[src/rtl/poly_lift_pkg.sv]
// Shared parameters, ternary coefficient encoding and FSM states for the
// multiply-by-(x-1) lift stage.
package poly_lift_pkg;

   localparam int N     = 701;
   localparam int LOGQ  = 13;
   localparam int PAIRS = (N + 1) / 2;
   localparam int AW    = $clog2(PAIRS);

   localparam logic [1:0] TER_ZERO = 2'b00;
   localparam logic [1:0] TER_POS  = 2'b01;
   localparam logic [1:0] TER_NEG  = 2'b11;

   typedef enum logic [1:0] {
      ST_IDLE  = 2'd0,
      ST_RUN   = 2'd1,
      ST_WRAP  = 2'd2,
      ST_FLUSH = 2'd3
   } state_t;

   // Code 10 is unused by the producer and decodes as zero.
   function automatic logic signed [2:0] ter_val(input logic [1:0] c);
      logic signed [2:0] r;
      r = 3'sd0;
      if (c == TER_POS) r = 3'sd1;
      else if (c == TER_NEG) r = -3'sd1;
      return r;
   endfunction

endpackage

[src/rtl/ter_sub_q.sv]
// Combinational ternary difference x - y, sign-extended to a LOGQ-bit
// two's-complement coefficient (range -2..2).
module ter_sub_q
   import poly_lift_pkg::*;
(
   input  logic [1:0]      x,
   input  logic [1:0]      y,
   output logic [LOGQ-1:0] d
);

   logic signed [2:0] x_val;
   logic signed [2:0] y_val;
   logic signed [2:0] diff;

   assign x_val = ter_val(x);
   assign y_val = ter_val(y);
   assign diff  = x_val - y_val;
   assign d     = {{(LOGQ-3){diff[2]}}, diff};

endmodule

[src/rtl/poly_lift_phi1_mul.sv]
// Streaming (x-1)*v mod (x^N-1) stage: two ternary coefficients in per beat,
// two LOGQ-bit coefficients plus pair address out, wrap pair emitted last.
module poly_lift_phi1_mul
   import poly_lift_pkg::*;
(
   input  logic            clk,
   input  logic            rst,
   input  logic            start,
   input  logic            in_valid,
   output logic            in_ready,
   input  logic [3:0]      in_coef,
   output logic            out_valid,
   input  logic            out_ready,
   output logic [AW-1:0]   out_addr,
   output logic [LOGQ-1:0] out_coef0,
   output logic [LOGQ-1:0] out_coef1,
   output logic            out_last,
   output logic            done
);

   localparam logic [AW-1:0] K_LAST = AW'(PAIRS - 1);

   // Handshake: a beat moves on a port in any cycle where valid & ready are
   // both high at the rising edge; the output register reloads on the same
   // edge it drains, so out_valid can stay high across back-to-back pairs.

   state_t          state;
   state_t          state_nx;
   logic [AW-1:0]   k;
   logic [1:0]      prev;
   logic [1:0]      wrap0;
   logic [1:0]      wrap1;
   logic            out_free;
   logic            accept;
   logic            wrap_load;
   logic            k_first;
   logic            k_last;
   logic [1:0]      op0_x;
   logic [1:0]      op0_y;
   logic [1:0]      op1_x;
   logic [1:0]      op1_y;
   logic [LOGQ-1:0] diff0;
   logic [LOGQ-1:0] diff1;

   assign out_free = !out_valid || out_ready;
   assign k_first  = (k == '0);
   assign k_last   = (k == K_LAST);

   always_comb begin
      state_nx  = state;
      in_ready  = 1'b0;
      accept    = 1'b0;
      wrap_load = 1'b0;
      op0_x     = prev;
      op0_y     = in_coef[1:0];
      op1_x     = in_coef[1:0];
      op1_y     = in_coef[3:2];
      case (state)
         ST_IDLE: begin
            if (start) state_nx = ST_RUN;
         end
         ST_RUN: begin
            in_ready = out_free;
            accept   = in_valid && out_free;
            if (accept && k_last) state_nx = ST_WRAP;
         end
         ST_WRAP: begin
            // Closing pair: c0 = v[N-1] - v0, c1 = v0 - v1.
            op0_y = wrap0;
            op1_x = wrap0;
            op1_y = wrap1;
            if (out_free) begin
               wrap_load = 1'b1;
               state_nx  = ST_FLUSH;
            end
         end
         ST_FLUSH: begin
            if (out_valid && out_ready) state_nx = ST_IDLE;
         end
         default: state_nx = ST_IDLE;
      endcase
   end

   always_ff @(posedge clk) begin
      if (rst) state <= ST_IDLE;
      else     state <= state_nx;
   end

   ter_sub_q u_sub0 (.x(op0_x), .y(op0_y), .d(diff0));
   ter_sub_q u_sub1 (.x(op1_x), .y(op1_y), .d(diff1));

   always_ff @(posedge clk) begin
      if (rst) begin
         k         <= '0;
         prev      <= TER_ZERO;
         wrap0     <= TER_ZERO;
         wrap1     <= TER_ZERO;
         out_valid <= 1'b0;
         out_addr  <= '0;
         out_coef0 <= '0;
         out_coef1 <= '0;
         out_last  <= 1'b0;
         done      <= 1'b0;
      end else begin
         done <= (state == ST_FLUSH) && out_valid && out_ready;

         if (state == ST_IDLE && start) k <= '0;

         if (accept) begin
            if (!k_last) k <= k + 1'b1;
            if (k_first) begin
               wrap0 <= in_coef[1:0];
               wrap1 <= in_coef[3:2];
               prev  <= in_coef[3:2];
            end else if (k_last) begin
               prev <= in_coef[1:0];
            end else begin
               prev <= in_coef[3:2];
            end
         end

         if (accept && !k_first) begin
            out_valid <= 1'b1;
            out_addr  <= k;
            out_coef0 <= diff0;
            // Lane 1 of the last pair would be index N, which does not exist.
            out_coef1 <= k_last ? '0 : diff1;
            out_last  <= 1'b0;
         end else if (wrap_load) begin
            out_valid <= 1'b1;
            out_addr  <= '0;
            out_coef0 <= diff0;
            out_coef1 <= diff1;
            out_last  <= 1'b1;
         end else if (out_ready) begin
            out_valid <= 1'b0;
            out_last  <= 1'b0;
         end
      end
   end

endmodule

[config.mk]
export PLATFORM = sky130hd
export DESIGN_NAME = poly_lift_phi1_mul
export DESIGN_NICKNAME = d
export VERILOG_FILES = /design/src/rtl/poly_lift_pkg.sv /design/src/rtl/ter_sub_q.sv /design/src/rtl/poly_lift_phi1_mul.sv
export SDC_FILE = /design/constraint.sdc
export NUM_CORES = 1
export LEC_CHECK = 0
export BUFFER_PORTS_ARGS = -buffer_cell sky130_fd_sc_hd__buf_2
export CAP_MARGIN = 40
export CORE_UTILIZATION = 50
export CTS_CLUSTER_SIZE = 8
export DETAILED_ROUTE_END_ITERATION = 8
export PLACE_DENSITY_LB_ADDON = 0.25
export SKIP_LAST_GASP = 1
export SLEW_MARGIN = 40
export SYNTH_ARGS = -nofsm -noshare
export SYNTH_HDL_FRONTEND = slang
export SYNTH_SLANG_ARGS = --single-unit
[constraint.sdc]
create_clock -name clk -period 4.4 [get_ports clk]
set_input_delay 0.22 -clock clk [delete_from_list [all_inputs] [get_ports clk]]
set_output_delay 0.22 -clock clk [all_outputs]
set_load 0.05 [all_outputs]
==> out/results.ini <==
[status]
outcome=finished, final reports clean

[synthesis]
synth_flop_cell=dfxtp_1
synth_edf_count=0
synth_most_common_cell=dfxtp_1
ys_ff_latch=35
syn_area_sq_um=1960
seq_area_frac_synth_pct=35.7
postSynth.asyncResetShare_pct=0
netlist_top_cells_count=dfxtp_1, nor2_1, buf_4
ys_top_cells_by_area=dfxtp_1, buf_4, ha_1
synthesis.nets=239
synth_cell_type_count=38
yosys.area.top_type_share_pct=35.7
synth_cells=215
yosysWarnings=0
synth_area_leader_cell=dfxtp_1
avgSynthCellArea_sq_um=9.13

[critical_path]
start_kind=register
r2r_slack_ns=2.00
crit_top_cell=inv_1
crit_path_cell_trace=inv_1, ha_1, mux2_2, and2_1, inv_1, fa_1, a211o_1, a21oi_1
crit_slowest_cell=fa_1
critPathArrivalTime_ns=2.63
critical-path-top-delay-family=adder cells
cp.required_ns=4.63
endpoint_kind=register
crit_fanout=6
worstSetupPathType=reg2reg
cp.buffers_inverters=2
max_stage_delay_ns=0.43

[clock_tree]
clk_path_buf_depth=2
numCtsBuffers=5
cts_sinks=35
clkLatencyLatePin_ns=0.29
path_clk_slew_ns=0.07
cts_hold_buffers=0
htreeDepth=2
ctsResizeCount=0
clock-root-buffer=clkbuf_8
cts_tree=yes
cts_setup_buffers=0

[sta]
period_share_pct=54.6
skew_ns=0.00790
fin_crit_ns=2.40
fin_ws_ns=2.00
relSlewSlack_pct=65.1
slew_viol_final=0
setup_tns_ns=0
max_freq_ghz=0.416
grt_setup_unrepaired=no
finalSetupViolCount=0
tightest_slew_ns=0.522
hold_viol=0

[final_layout]
diodes=0
seq_area_sq_um=701
fill_cells=365
multiInputGateArea_sq_um=1020
finalNonFillerCells=290
final_core_util_pct=58.2
syn_to_final_growth_pct=10.3
fin_nets=265
layout-drive-gt1-share_pct=26.9

[power]
total_power_w=0.00116
p_per_area_nw_per_um2=536
vdd_drop_max_mv=0.286
total_leakage_power_nw=0.936

[global_routing]
antenna_found_initial=0
grt_overflow_total=0
grt_pass1_wl_mm=6.43
first_global_vias=1431
grt_max_degree=28
track_usage_pct=20.7

[placed_design]
gp_congestion=0.834
placed_cells=282
place_ws_ns=2.02
numPortBuffers=47
dp_hpwl_mm=2.75

[floorplan]
initial_core_util_pct=52.8
core_sq_um=3720
die_w_um=64.6
fp.dieH_um=64.6
ios=48
num_rows=22
fp.dieArea_sq_um=4180

[route]
wl_mm=3.80
ant_nets=0
drtIter0Drc=56
via_per_inst=5.16
drt_first_pass_iters=4
routedWlPerCell_um=13.1
vias=1497
drc=0

[run]
drv_cap=0

[min_path]
min_path_type=in2reg

[power by group]
part / total [W] / internal (W) / switching (W) / leakage (nW)
sequential: 0.000390 / 0.000356 / 0.0000347 / 0.283
combinational: 0.000544 / 0.000155 / 0.000388 / 0.610
clock: 0.000225 / 0.000111 / 0.000114 / 0.0422
[layout make-up]
type	instances	area share (%)
Multi-Input combinational cell	136	47.1
Sequential cell	35	32.4
Timing Repair Buffer	49	11.6
Clock buffer	7	3.53
Tap cell	48	2.78
Inverter	14	2.43
Clock inverter	1	0.231
[worst paths after layout]
path / from / endpoint / cells after the start
worst max-delay path: state[0]$_SDFFE_PP0P_ / out_coef1[1]$_SDFFE_PP0P_ / 8
worst min-delay path: in_coef[0] / wrap0[0]$_SDFFE_PP0P_ / 3
worst max register to register: state[0]$_SDFFE_PP0P_ / out_coef1[1]$_SDFFE_PP0P_ / 8
worst min register to register: out_coef1[0]$_SDFFE_PP0P_ / out_coef1[0]$_SDFFE_PP0P_ / 2
[layout by cell type (no fill, tap or decap), types with 3 or more instances in the layout]
cell type	n
a211o_1	3
a211oi_1	3
a21oi_1	10
a22oi_1	9
buf_2	47
clkbuf_8	5
dfxtp_1	35
fa_1	4
ha_1	11
inv_1	14
mux2_2	4
mux2i_1	8
nand2_1	9
nand3_1	6
nor2_1	29
nor3_1	7
nor4_1	3
xnor2_1	7
[metrics by stage]
| step | hold slack (ns) | area (sq um) |
|---|---|---|
| after global routing | 0.210 | 2160 |
| after floorplan | 0.367 | 1960 |
| after CTS | 0.184 | 2160 |
| after global placement | 0.438 | 2070 |
| final | 0.193 | 2160 |
| after detailed placement | 0.446 | 2070 |
[flip-flops by register name, summed over array words and instances, names as in the netlist, 2 cells and up]
register and flops:
out_coef1 3, wrap1 2, wrap0 2, out_coef0 3, op0_x 2, state 2
k 9, out_addr 9
[cells by family (layout without fill, tap and decap cells)]
family                     count (synthesis)  in the layout  synth area share, %
AOI/OAI and AO/OA                         29             29                 11.4
xor gates and xnor gates                   8              8                 3.57
adders and majority gates                 15             15                 11.1
buffers and inverters                     44             71                 13.1
DFF                                       35             35                 35.7
muxes                                     12             12                 6.38
and+or+nand+nor                           72             72                 18.7
[worst min-delay path, delay by kind of cell]
kind / cells / cell delay [ns]
multiplexers: 1 / 0.06
buffers and inverters: 1 / 0.10
AND/OR/NAND/NOR: 1 / 0.07
[routing by layer]
metal	up-vias	GRT usage, %	part of all wire [%]
li1	764	-	-
met1	695	23.9	46
met2	31	34.9	49
met3	7	7.04	3.7
met4	0	8.33	1.9
met5	-	0	0
(Power assumes the default switching activity.)
